===== config.mk =====
export PLATFORM = sky130hd
export DESIGN_NAME = status_msg_sequencer
export DESIGN_NICKNAME = d
export VERILOG_FILES = /design/src/rtl/status_msg_pkg.sv /design/src/rtl/status_msg_sequencer_timer.sv /design/src/rtl/status_msg_sequencer.sv
export SDC_FILE = /design/constraint.sdc
export NUM_CORES = 1
export LEC_CHECK = 0
export BUFFER_PORTS_ARGS = -buffer_cell sky130_fd_sc_hd__buf_2
export CAP_MARGIN = 20
export CORE_UTILIZATION = 48
export CTS_CLUSTER_DIAMETER = 40
export DETAILED_ROUTE_END_ITERATION = 12
export PLACE_DENSITY = 0.81
export SLEW_MARGIN = 20
export SYNTH_ARGS = -nofsm -noshare
export SYNTH_HDL_FRONTEND = slang
export SYNTH_HIERARCHICAL = 1
export SYNTH_SLANG_ARGS = --single-unit

===== constraint.sdc =====
create_clock -name clk -period 2.5 [get_ports clk]
set_input_delay 0.25 -clock clk [delete_from_list [all_inputs] [get_ports clk]]
set_output_delay 0.25 -clock clk [all_outputs]
set_load 0.1 [all_outputs]

===== src/rtl/status_msg_pkg.sv =====
// Shared types, constants and banner text lookup for status_msg_sequencer.
package status_msg_pkg;

  typedef enum logic [1:0] {
    ST_IDLE = 2'd0,
    ST_SHOW = 2'd1,
    ST_HOLD = 2'd2
  } state_t;

  localparam logic [1:0] MSG_NONE = 2'd0;
  localparam logic [1:0] MSG_GAIN = 2'd1;
  localparam logic [1:0] MSG_LOST = 2'd2;
  localparam logic [1:0] MSG_OVER = 2'd3;

  localparam logic [6:0] ASCII_NUL   = 7'h00;
  localparam logic [6:0] ASCII_SPACE = 7'h20;

  localparam int unsigned MSG_TXT_LEN = 10;

  localparam logic [8*MSG_TXT_LEN-1:0] TXT_GAIN  = "LIFE +1   ";
  localparam logic [8*MSG_TXT_LEN-1:0] TXT_LOST  = "LIFE -1   ";
  localparam logic [8*MSG_TXT_LEN-1:0] TXT_OVER  = "GAME OVER ";
  localparam logic [8*MSG_TXT_LEN-1:0] TXT_BLANK = "          ";

  // Character code for slot idx of message id; slots past the text are spaces.
  function automatic logic [6:0] msg_char(input logic [1:0] id, input logic [3:0] idx);
    logic [8*MSG_TXT_LEN-1:0] txt;
    case (id)
      MSG_GAIN: txt = TXT_GAIN;
      MSG_LOST: txt = TXT_LOST;
      MSG_OVER: txt = TXT_OVER;
      default:  txt = TXT_BLANK;
    endcase
    if (id == MSG_NONE) return ASCII_NUL;
    if (idx >= 4'(MSG_TXT_LEN)) return ASCII_SPACE;
    return txt[8*(MSG_TXT_LEN-1-int'(idx)) +: 7];
  endfunction

endpackage


===== src/rtl/status_msg_sequencer_timer.sv =====
// Frame counter with reload; term_c flags the tick that wraps it at TERM.
module msg_frame_timer #(
  parameter int unsigned TERM = 120
) (
  input  logic clk,
  input  logic reset,
  input  logic reload,
  input  logic tick,
  output logic term_c
);

  localparam int unsigned CW = (TERM > 1) ? $clog2(TERM) : 1;

  logic [CW-1:0] count;

  assign term_c = tick && (count == CW'(TERM - 1));

  always_ff @(posedge clk) begin
    if (reset) begin
      count <= '0;
    end else if (reload) begin
      count <= '0;
    end else if (tick) begin
      count <= term_c ? '0 : count + CW'(1);
    end
  end

endmodule


===== src/rtl/status_msg_sequencer.sv =====
// Status banner sequencer: event arbitration, frame timing and character code per pixel.
// Optional blinking of the banner is enabled by defining MSG_BLINK_EN.
module status_msg_sequencer
  import status_msg_pkg::*;
#(
  parameter int unsigned UP          = 300,
  parameter int unsigned LEFT        = 280,
  parameter int unsigned CHAR_W      = 8,
  parameter int unsigned CHAR_H      = 16,
  parameter int unsigned MSG_LEN     = 10,
  parameter int unsigned SHOW_FRAMES = 120,
  parameter int unsigned BLINK_HALF  = 8
) (
  input  logic        clk,
  input  logic        reset,
  input  logic        frame_tick,
  input  logic        ev_game_over,
  input  logic        ev_life_lost,
  input  logic        ev_life_gain,
  input  logic        clear,
  input  logic [10:0] pix_x,
  input  logic [10:0] pix_y,
  output logic [2:0]  sel_text,
  output logic [3:0]  regis,
  output logic        char_valid,
  output logic [1:0]  msg_id,
  output logic        busy
);

  localparam int unsigned CSHIFT = $clog2(CHAR_W);

  state_t      state, state_next;
  logic [1:0]  id_next;
  logic        restart;
  logic        show_reload;
  logic        show_term;
  logic        visible;
  logic        in_win;
  logic [10:0] dx;
  logic [3:0]  slot;
  logic [6:0]  glyph;
  logic [6:0]  code_c;
  logic        valid_c;

  // Accepted event while showing: restarts the timeout (or escalates to HOLD).
  assign restart = (state == ST_SHOW) && !clear &&
                   (ev_game_over || ev_life_lost || (ev_life_gain && msg_id == MSG_GAIN));
  assign show_reload = (state != ST_SHOW) || restart;

  msg_frame_timer #(.TERM(SHOW_FRAMES)) u_show_timer (
    .clk    (clk),
    .reset  (reset),
    .reload (show_reload),
    .tick   (frame_tick),
    .term_c (show_term)
  );

  always_comb begin
    state_next = state;
    id_next    = msg_id;
    if (clear) begin
      state_next = ST_IDLE;
      id_next    = MSG_NONE;
    end else begin
      case (state)
        ST_IDLE: begin
          if (ev_game_over) begin
            state_next = ST_HOLD;
            id_next    = MSG_OVER;
          end else if (ev_life_lost) begin
            state_next = ST_SHOW;
            id_next    = MSG_LOST;
          end else if (ev_life_gain) begin
            state_next = ST_SHOW;
            id_next    = MSG_GAIN;
          end
        end
        ST_SHOW: begin
          if (ev_game_over) begin
            state_next = ST_HOLD;
            id_next    = MSG_OVER;
          end else if (ev_life_lost) begin
            id_next = MSG_LOST;
          end else if (ev_life_gain && msg_id == MSG_GAIN) begin
            id_next = MSG_GAIN;
          end else if (show_term) begin
            state_next = ST_IDLE;
            id_next    = MSG_NONE;
          end
        end
        ST_HOLD: begin
          state_next = ST_HOLD;
        end
        default: begin
          state_next = ST_IDLE;
          id_next    = MSG_NONE;
        end
      endcase
    end
  end

`ifdef MSG_BLINK_EN
  logic blink_reload;
  logic blink_term;

  // Any state change restarts the blink phase in the visible half.
  assign blink_reload = (state == ST_IDLE) || (state_next != state);

  msg_frame_timer #(.TERM(BLINK_HALF)) u_blink_timer (
    .clk    (clk),
    .reset  (reset),
    .reload (blink_reload),
    .tick   (frame_tick),
    .term_c (blink_term)
  );

  always_ff @(posedge clk) begin
    if (reset) begin
      visible <= 1'b1;
    end else if (blink_reload) begin
      visible <= 1'b1;
    end else if (blink_term) begin
      visible <= ~visible;
    end
  end
`else
  assign visible = 1'b1;
`endif

  // Banner window and character slot under the current pixel.
  assign in_win = (pix_y >= 11'(UP))   && (pix_y < 11'(UP + CHAR_H)) &&
                  (pix_x >= 11'(LEFT)) && (pix_x < 11'(LEFT + MSG_LEN * CHAR_W));
  assign dx      = pix_x - 11'(LEFT);
  assign slot    = 4'(dx >> CSHIFT);
  assign glyph   = msg_char(msg_id, slot);
  assign code_c  = (in_win && state != ST_IDLE) ? glyph : ASCII_NUL;
  assign valid_c = in_win && (state != ST_IDLE) && (glyph != ASCII_SPACE) && visible;

  always_ff @(posedge clk) begin
    if (reset) begin
      state      <= ST_IDLE;
      msg_id     <= MSG_NONE;
      busy       <= 1'b0;
      sel_text   <= 3'd0;
      regis      <= 4'd0;
      char_valid <= 1'b0;
    end else begin
      state      <= state_next;
      msg_id     <= id_next;
      busy       <= (state_next != ST_IDLE);
      sel_text   <= code_c[6:4];
      regis      <= code_c[3:0];
      char_valid <= valid_c;
    end
  end

endmodule


==> results.toml, run 1 <==
[status]
outcome = "complete, no violations"

[clock_tree]
insertion_delay_ps = 300
clk_pin_slew_worst_paths_ps = 100
postCtsSetupBuffers = 0
ctsHoldBuffers = 0
cts_sinks = 20
cts_tree = "built"
ctsResizeCount = 0
cts_max_level = 1
cts_buffers = 3
root_buffer = "clkbuf_4"
cts_buffer_depth = 2

[critical_path]
arrival_ps = 2380
cp-start-kind = "input port"
end_kind = "register"
crit_fanout = 9
required_ps = 2680
criticalPathCategory = "in -> reg"

[layout]
final_layout_size_suffix_gt1_frac = 0.272
final_nets = 287
final_common_cell = "buf_2"
final_cell_mix = "buf_2, nor2_1, nand2_1, dfxtp_1, a21oi_1"
syn_to_final_growth_pct = 19.8
fin_util = 0.623
antenna_cells = 0
fill_cells = 287

[sta]
rsz0062_at_grt = "no"
tightest_slew_ps = 491
slew_headroom = 0.675
slew_violations = 0
finalCritPeriodShare = 0.879
setup_viol = 0
clock.fmax_mhz = 455
clock_skew_ps = 4.08
fin_crit_ps = 2200
fin_tns_setup_ps = 0
hold_viol = 0

[floorplan]
fp.dieH_um = 60.2
core_sq_um = 3130
ios = 40
start_util = 0.520
fp.dieW_um = 60.2
die_area_sq_um = 3630
fp-row-count = 20

[flow_run]
maxCapViolCount = 0

[placement]
dpl.hpwl_mm = 2.91
io_buffers = 37
globalplace.congestion = 0.847

[logic_synthesis]
async_reset_ff_frac = 0
synth-edff-count = 0
synth.avg_cell_area_sq_um = 8.01
synth_nets = 243
ys_warn_count = 6
synth_cells = 203
ys_ff_latch = 20
syn_area_sq_um = 1630
synthFlopType = "dfxtp_1"
yosysUniqueCellTypes = 58
seq_area_frac_synth = 0.246

[global_route]
grt_usage = 0.217
overflow = 0
grt_max_degree = 14
grt_pass1_vias = 1482
antenna_found_initial = 0
grt_pass1_wl_mm = 6.09

[routing]
routedWlPerCell_um = 12.6
route.detailed.drc = 0
final_antenna_net_count = 0
drt_pre_antenna_iters = 4
avgViaCountPerCell = 5.70
dr_total_vias = 1653
drt_iter0_drc = 60
drt_wl_total_mm = 3.64

[pwr]
p_leak_nw = 0.801
seqPwrFrac = 0.408
vdd_ir_drop_max_v = 0.000412
internal_power_mw = 0.534
p_switching_mw = 0.275
clock_power_share = 0.225
cellPowerDensity_nw_per_um2 = 415
swShare = 0.340
combPwrFrac = 0.368
totalPowerFinal_mw = 0.808

[worst_hold_path]
hp-class = "in -> reg"
## per-layer routing
layer | GRT usage | part of all wire
met1 | 0.266 | 0.44
met2 | 0.372 | 0.48
met3 | 0.0606 | 0.067
met4 | 0.0498 | 0.011
met5 | 0 | 0
## cell usage after synthesis (all sizes together) (3+ instances only)
cell / count / area, sq um
nand2b: 4 / 25.0
nand3: 6 / 35.0
a21oi: 13 / 76.3
nor3: 6 / 30.0
o22ai: 3 / 25.0
o211ai: 3 / 22.5
dfxtp: 20 / 400
ha: 11 / 138
o2111ai: 3 / 26.3
inv: 9 / 33.8
a31oi: 5 / 31.3
xor2: 6 / 60.1
o21ai: 8 / 40.0
nor2: 27 / 101
a221oi: 3 / 38.8
mux2i: 5 / 53.8
nand4: 3 / 18.8
or4: 3 / 22.5
nand2: 18 / 67.6
clkbuf: 4 / 15.0
nor4b: 3 / 26.3
xnor2: 3 / 33.8
or3: 4 / 26.3
buf: 4 / 28.8
## cells by family after synthesis
logic type               Yosys count  synth area share
AND/OR/NAND/NOR                   84             0.260
flip-flops                        20             0.246
AO/OA/AOI/OAI                     54             0.256
multiplexers                       6            0.0423
adder cells (fa/ha/maj)           11            0.0846
buffers and inverters             19            0.0531
XOR/XNOR                           9            0.0577
## sequential cells by signal, indices dropped and copies added (netlist names)
name	count
u_show_timer/count	7
busy	1
regis	4
state	2
msg_id	2
char_valid	1
sel_text	3
## per-stage QoR
step                instance area (sq um)  worst slack (ps)  hold slack (ps)  cells
floorplan                            1630              96.5              319    203
global placement                     1910              35.5              471    286
detailed placement                   1910             -6.55              481    286
CTS                                  1950               316              164    290
global route                         1950               226              150    290
finish                               1950               302              164    290
## power by group through the flow
stage               combinational (mW)  clock (mW)  sequential (mW)
floorplan                        0.178           0            0.359
finish                           0.297       0.182            0.330
CTS                              0.294       0.185            0.330
global route                     0.323       0.198            0.330
global placement                 0.288           0            0.337
detailed placement               0.293           0            0.337
## layout make-up
cell class	count	area, sq um	area share
Timing Repair Buffer	47	273	0.140
Tap cell	44	55.1	0.0282
Inverter	11	42.5	0.0218
Sequential cell	20	403	0.207
Multi-Input combinational cell	164	1140	0.585
Clock buffer	4	36.3	0.0186
## final timing paths
check / startpoint / end / slack, ps / cells after the start
max reg2reg: msg_id[1]$_SDFFE_PP0P_ / char_valid$_SDFF_PP0_ / 510 / 8
min reg2reg: u_show_timer/count[6]$_SDFFE_PP0P_ / u_show_timer/count[6]$_SDFFE_PP0P_ / 510 / 2
min: clear / msg_id[0]$_SDFFE_PP0P_ / 160 / 2
max: pix_x[3] / char_valid$_SDFF_PP0_ / 300 / 10
## worst max-delay path, stage by stage
cell	delay [ps]
buf_2	130
ha_1	250
xor2_2	200
ha_1	400
buf_12	170
a21o_1	170
a221oi_1	360
a221oi_2	120
a221oi_2	190
a41oi_1	130
(Power assumes the default switching activity.)
==> run 2: changes to the inputs <==
--- a/config.mk
+++ b/config.mk
@@ -7,10 +7,11 @@
 export LEC_CHECK = 0
 export BUFFER_PORTS_ARGS = -buffer_cell sky130_fd_sc_hd__buf_2
 export CAP_MARGIN = 20
-export CORE_UTILIZATION = 48
+export CORE_UTILIZATION = 50
+export CTS_BUF_LIST = sky130_fd_sc_hd__clkbuf_4
 export CTS_CLUSTER_DIAMETER = 40
 export DETAILED_ROUTE_END_ITERATION = 12
-export PLACE_DENSITY = 0.81
+export PLACE_DENSITY = 0.84
 export SLEW_MARGIN = 20
 export SYNTH_ARGS = -nofsm -noshare
 export SYNTH_HDL_FRONTEND = slang
==> run 2 against run 1 <==
Net effect: register-to-register slack got worse by 120 ps; combinational power hardly changed; setup slack got worse by 17 ps; design area did not move; cell count rose by 1.0%; wire length increased by 2.2%; core utilization up 1.0 points; flip-flop and latch count stayed put; via count fell by 0.67%; clock-buffer cell count fell by 1; non-clock buffer count grew 3.
==> results.toml, run 2 (synthesized netlist as in run 1, its figures left out) <==
[layout]
antenna_cells = 0
regMostFlops = "u_show_timer/count"
largest_register_ffs = 7
fill_cells = 284
final_common_cell = "buf_2"
final_cell_mix = "buf_2, nor2_1, nand2_1, dfxtp_1, buf_4"
final_layout_size_suffix_gt1_frac = 0.277
fin_util = 0.633
top_regs = "u_show_timer/count (7), regis (4), sel_text (3)"
syn_to_final_growth_pct = 19.8
final_nets = 290

[sta]
fin_crit_ps = 2220
clock.fmax_mhz = 451
slew_headroom = 0.679
setup_viol = 0
tightest_slew_ps = 485
slew_violations = 0
hold_viol = 0
clock_skew_ps = 2.13
rsz0062_at_grt = "no"
finalCritPeriodShare = 0.886
whs_ps = 150

[clock_tree]
ctsHoldBuffers = 0
insertion_delay_ps = 300
ctsResizeCount = 0
clk_pin_slew_worst_paths_ps = 110
cts_buffers = 3
cts_buffer_depth = 2
cts_max_level = 1
root_buffer = "clkbuf_4"
postCtsSetupBuffers = 0
cts_tree = "built"
cts_sinks = 20

[floorplan]
die_area_sq_um = 3490
core_sq_um = 3080
start_util = 0.528
fp.dieW_um = 59.0
fp.dieH_um = 59.0
ios = 40
fp-row-count = 20

[routing]
route.detailed.drc = 0
final_antenna_net_count = 0
routedWlPerCell_um = 12.7
drt_iter0_drc = 43
drt_pre_antenna_iters = 4
dr_total_vias = 1642
drt_wl_total_mm = 3.72
avgViaCountPerCell = 5.60

[global_route]
grt_usage = 0.223
grt_pass1_vias = 1422
grt_pass1_wl_mm = 5.94
antenna_found_initial = 0
overflow = 0
grt_max_degree = 12

[placement]
globalplace.congestion = 0.882
io_buffers = 37
dpl.hpwl_mm = 3.03

[critical_path]
r2r_slack_ps = 390
r2r-start = "msg_id[1]$_SDFFE_PP0P_"
end_kind = "register"
arrival_ps = 2400
criticalPathCategory = "in -> reg"
cp-start-kind = "input port"
required_ps = 2680
crit_fanout = 7
reg2reg_depth = 8
crit_slowest_cell = "a221oi_1"
regToRegEndpoint = "char_valid$_SDFF_PP0_"
critical_path.max_stage_delay_ps = 440
path_cells = "buf_2 > ha_1 > xor2_2 > ha_1 > nor2_1 > a21o_1 > a221oi_1 > a221oi_2 > a221oi_2 > a41oi_1"

[pwr]
cellPowerDensity_nw_per_um2 = 400
vdd_ir_drop_max_v = 0.000293
p_leak_nw = 0.805
totalPowerFinal_mw = 0.781

[status]
outcome = "complete, no violations"

[worst_hold_path]
worstHoldEndpoint = "msg_id[0]$_SDFFE_PP0P_"
hp-class = "in -> reg"
hold_depth = 2
min_from = "clear"

[flow_run]
maxCapViolCount = 0
==> run 2: cell types whose count changed in the layout (fill, tap and decap cells not counted) <==
cell      change
buf_4         +4
buf_12        -1
clkbuf_8      -1
clkinv_1      +1
==> run 2: layer usage <==
metal / GRT usage / wire length [um] / vias to the layer above / share of wire
met5: 0 / 0 / - / 0
met4: 0.0578 / 47 / 0 / 0.013
met3: 0.0415 / 229 / 6 / 0.062
met2: 0.404 / 1810 / 66 / 0.49
met1: 0.270 / 1630 / 740 / 0.44
li1: - / - / 830 / -
==> run 2: metrics by stage <==
step           instances  setup slack, ps  instance area, sq um  setup TNS [ps]
6_report             293              285                  1950               0
5_1_grt              293              186                  1950               0
4_1_cts              293              306                  1950               0
3_5_place_dp         289            -20.4                  1920           -20.4
3_3_place_gp         289             73.2                  1920               0
2_1_floorplan        203             96.5                  1630               0
==> run 2: report_power, final <==
group	switching, mW	internal, mW
Sequential	0.00582	0.324
Combinational	0.177	0.120
Clock	0.0964	0.0583
==> run 2: area by class of cell <==
cell class | count | area (sq um) | share of cell area
multi-input cells | 164 | 1140 | 0.585
clock inverters | 1 | 3.75 | 0.00193
inverters | 11 | 42.5 | 0.0218
repair buffers | 50 | 283 | 0.145
clock buffers | 3 | 22.5 | 0.0116
well taps | 44 | 55.1 | 0.0282
flip-flops and latches | 20 | 403 | 0.207
==> run 2: worst max-delay path by stage <==
stage | start | endpoint | slack [ps] | cells past startpoint
detailed placement | pix_x[3] | char_valid$_SDFF_PP0_ | -20 | 10
global placement | pix_x[3] | char_valid$_SDFF_PP0_ | 70 | 10
finish | pix_x[3] | char_valid$_SDFF_PP0_ | 280 | 10
CTS | pix_x[3] | char_valid$_SDFF_PP0_ | 310 | 10
floorplan | pix_x[3] | char_valid$_SDFF_PP0_ | 100 | 10
global route | pix_x[3] | char_valid$_SDFF_PP0_ | 190 | 10
==> run 2: worst max-delay path: cells and delay by family <==
family	cells	cell delay, ps
AND/OR/NAND/NOR	1	130
buffers and inverters	1	120
adder cells (fa/ha/maj)	2	620
AO/OA/AOI/OAI	5	1080
XOR/XNOR	1	200
==> run 3: changes to the inputs <==
--- a/config.mk
+++ b/config.mk
@@ -7,11 +7,11 @@
 export LEC_CHECK = 0
 export BUFFER_PORTS_ARGS = -buffer_cell sky130_fd_sc_hd__buf_2
 export CAP_MARGIN = 20
-export CORE_UTILIZATION = 50
+export CORE_UTILIZATION = 55
 export CTS_BUF_LIST = sky130_fd_sc_hd__clkbuf_4
 export CTS_CLUSTER_DIAMETER = 40
 export DETAILED_ROUTE_END_ITERATION = 12
-export PLACE_DENSITY = 0.84
+export PLACE_DENSITY = 0.87
 export SLEW_MARGIN = 20
 export SYNTH_ARGS = -nofsm -noshare
 export SYNTH_HDL_FRONTEND = slang
==> constraint.sdc (replaced) <==
create_clock -name clk -period 2.1 [get_ports clk]
set_input_delay 0.21 -clock clk [delete_from_list [all_inputs] [get_ports clk]]
set_output_delay 0.21 -clock clk [all_outputs]
set_load 0.1 [all_outputs]
==> run 3 against run 2 <==
Net effect: die area down 8.8%; critical path depth is 2 higher; flip-flop and latch count unchanged; cell count did not move; clock skew up 5.6 ps; critical path type unchanged; sequential share of layout area is 1.7 points lower; combinational power increased by 45%; first-iteration DRC count is 150% higher; sequential power up 18%; setup slack lost 140 ps.
==> results.toml, run 3 (synthesized netlist as in run 1, its figures left out) <==
[clock_tree]
cts_buffer_depth = 2
cts_sinks = 20
root_buffer = "clkbuf_4"
clk_pin_slew_worst_paths_ps = 120
cts_buffers = 3
cts_tree = "built"
insertion_delay_ps = 300
cts_max_level = 1
postCtsSetupBuffers = 0
ctsResizeCount = 0
ctsHoldBuffers = 0

[pwr]
swShare = 0.323
p_switching_mw = 0.366
clock_power_share = 0.277
p_leak_nw = 0.888
combPwrFrac = 0.378
vdd_ir_drop_max_v = 0.000530
internal_power_mw = 0.767
cellPowerDensity_nw_per_um2 = 528
seqPwrFrac = 0.345

[layout]
finalNonFillerCells = 293
final_common_cell = "buf_2"
final_nets = 303
syn_to_final_growth_pct = 32.1
final_layout_size_suffix_gt1_frac = 0.347
antenna_cells = 0
fin_area_sq_um = 2150
final_cell_mix = "buf_2, nor2_1, buf_4"
largest_register_ffs = 7
fill_cells = 209
regMostFlops = "u_show_timer/count"
top_regs = "u_show_timer/count (7), regis (4), sel_text (3)"

[critical_path]
criticalPathCategory = "in -> reg"
crit_slowest_cell = "ha_4"
crit_buf_inv = 4
cp-start-kind = "input port"
crit_fanout = 7
critical_path.max_stage_delay_ps = 320
cp_top_family = "compound AO/OA/AOI/OAI gates"
end_kind = "register"
path_cells = "buf_2 > inv_1 > ha_4 > clkinv_4 > ha_4 > nand2b_1 > mux2i_2 > buf_4 > a32oi_4 > o31ai_2 > a221oi_2 > a41oi_1"
required_ps = 2280
arrival_ps = 2130
cp_common_cell = "ha_4"

[worst_hold_path]
hp-class = "in -> reg"

[placement]
place_area_sq_um = 2090
globalplace.congestion = 0.912
io_buffers = 37
dpl.hpwl_mm = 3.33
dp_cells = 289

[routing]
drt_pre_antenna_iters = 4
final_antenna_net_count = 0
drt_wl_total_mm = 4.12
drt_iter0_drc = 107
routedWlPerCell_um = 14.0
dr_total_vias = 1743
route.detailed.drc = 0
avgViaCountPerCell = 5.95

[floorplan]
die_area_sq_um = 3180
ios = 40
start_util = 0.585
fp-row-count = 19
fp.dieW_um = 56.4
fp.dieH_um = 56.4
core_sq_um = 2780

[sta]
hold_viol = 0
fin_crit_ps = 1950
setup_viol = 0
clock_skew_ps = 7.69
fin_tns_setup_ps = 0
rsz0062_at_grt = "no"
slew_violations = 0
slew_headroom = 0.685
finalCritPeriodShare = 0.930
tightest_slew_ps = 472
clock.fmax_mhz = 512
whs_ps = 101

[global_route]
grt_usage = 0.270
grt_pass1_vias = 1666
grt_pass1_wl_mm = 6.91
grt_max_degree = 13
overflow = 0
antenna_found_initial = 0

[flow_run]
maxCapViolCount = 0

[status]
outcome = "complete, no violations"
[run 3: cell count changes in the layout (fill, tap and decap cells not counted), sizes merged]
cell | previous run | this run
buf | 50 | 63
bufinv | 0 | 1
clkinv | 3 | 2
[run 3: area by class of cell]
| class | count | area, sq um | area share |
|---|---|---|---|
| multi-input cells | 164 | 1220 | 0.569 |
| repair buffers | 63 | 380 | 0.177 |
| clock buffers | 3 | 22.5 | 0.0105 |
| flip-flops and latches | 20 | 408 | 0.190 |
| well taps | 31 | 38.8 | 0.0181 |
| clock inverters | 1 | 30.0 | 0.0140 |
| inverters | 11 | 46.3 | 0.0215 |
[run 3: power groups by stage]
stage | Sequential (mW) | Combinational, mW | Clock [mW]
2_1_floorplan | 0.426 | 0.242 | 0
5_1_grt | 0.392 | 0.459 | 0.331
6_report | 0.391 | 0.428 | 0.314
4_1_cts | 0.391 | 0.423 | 0.315
3_3_place_gp | 0.400 | 0.409 | 0
3_5_place_dp | 0.400 | 0.419 | 0
[run 3: per-layer routing]
| metal | share of wire | track usage |
|---|---|---|
| met3 | 0.053 | 0.0530 |
| met4 | 0.026 | 0.0941 |
| met5 | 0 | 0 |
| met1 | 0.42 | 0.313 |
| met2 | 0.50 | 0.490 |
[run 3: final timing paths]
check                                                         from                                  to  slack, ps  cells past startpoint
worst max register to register              msg_id[0]$_SDFFE_PP0P_               char_valid$_SDFF_PP0_        150                      6
worst max-delay path                                      pix_x[3]               char_valid$_SDFF_PP0_        150                     12
worst min register to register  u_show_timer/count[6]$_SDFFE_PP0P_  u_show_timer/count[6]$_SDFFE_PP0P_        500                      2
worst min-delay path                                         clear              msg_id[0]$_SDFFE_PP0P_        100                      2
[run 3: stage by stage]
stage / setup WS [ps] / utilization / power, mW
global placement: -143 / 0.751 / 0.808
floorplan: 13.8 / - / 0.669
finish: 147 / 0.772 / 1.13
CTS: 116 / 0.770 / 1.13
global route: 34.8 / 0.772 / 1.18
detailed placement: -160 / 0.751 / 0.819
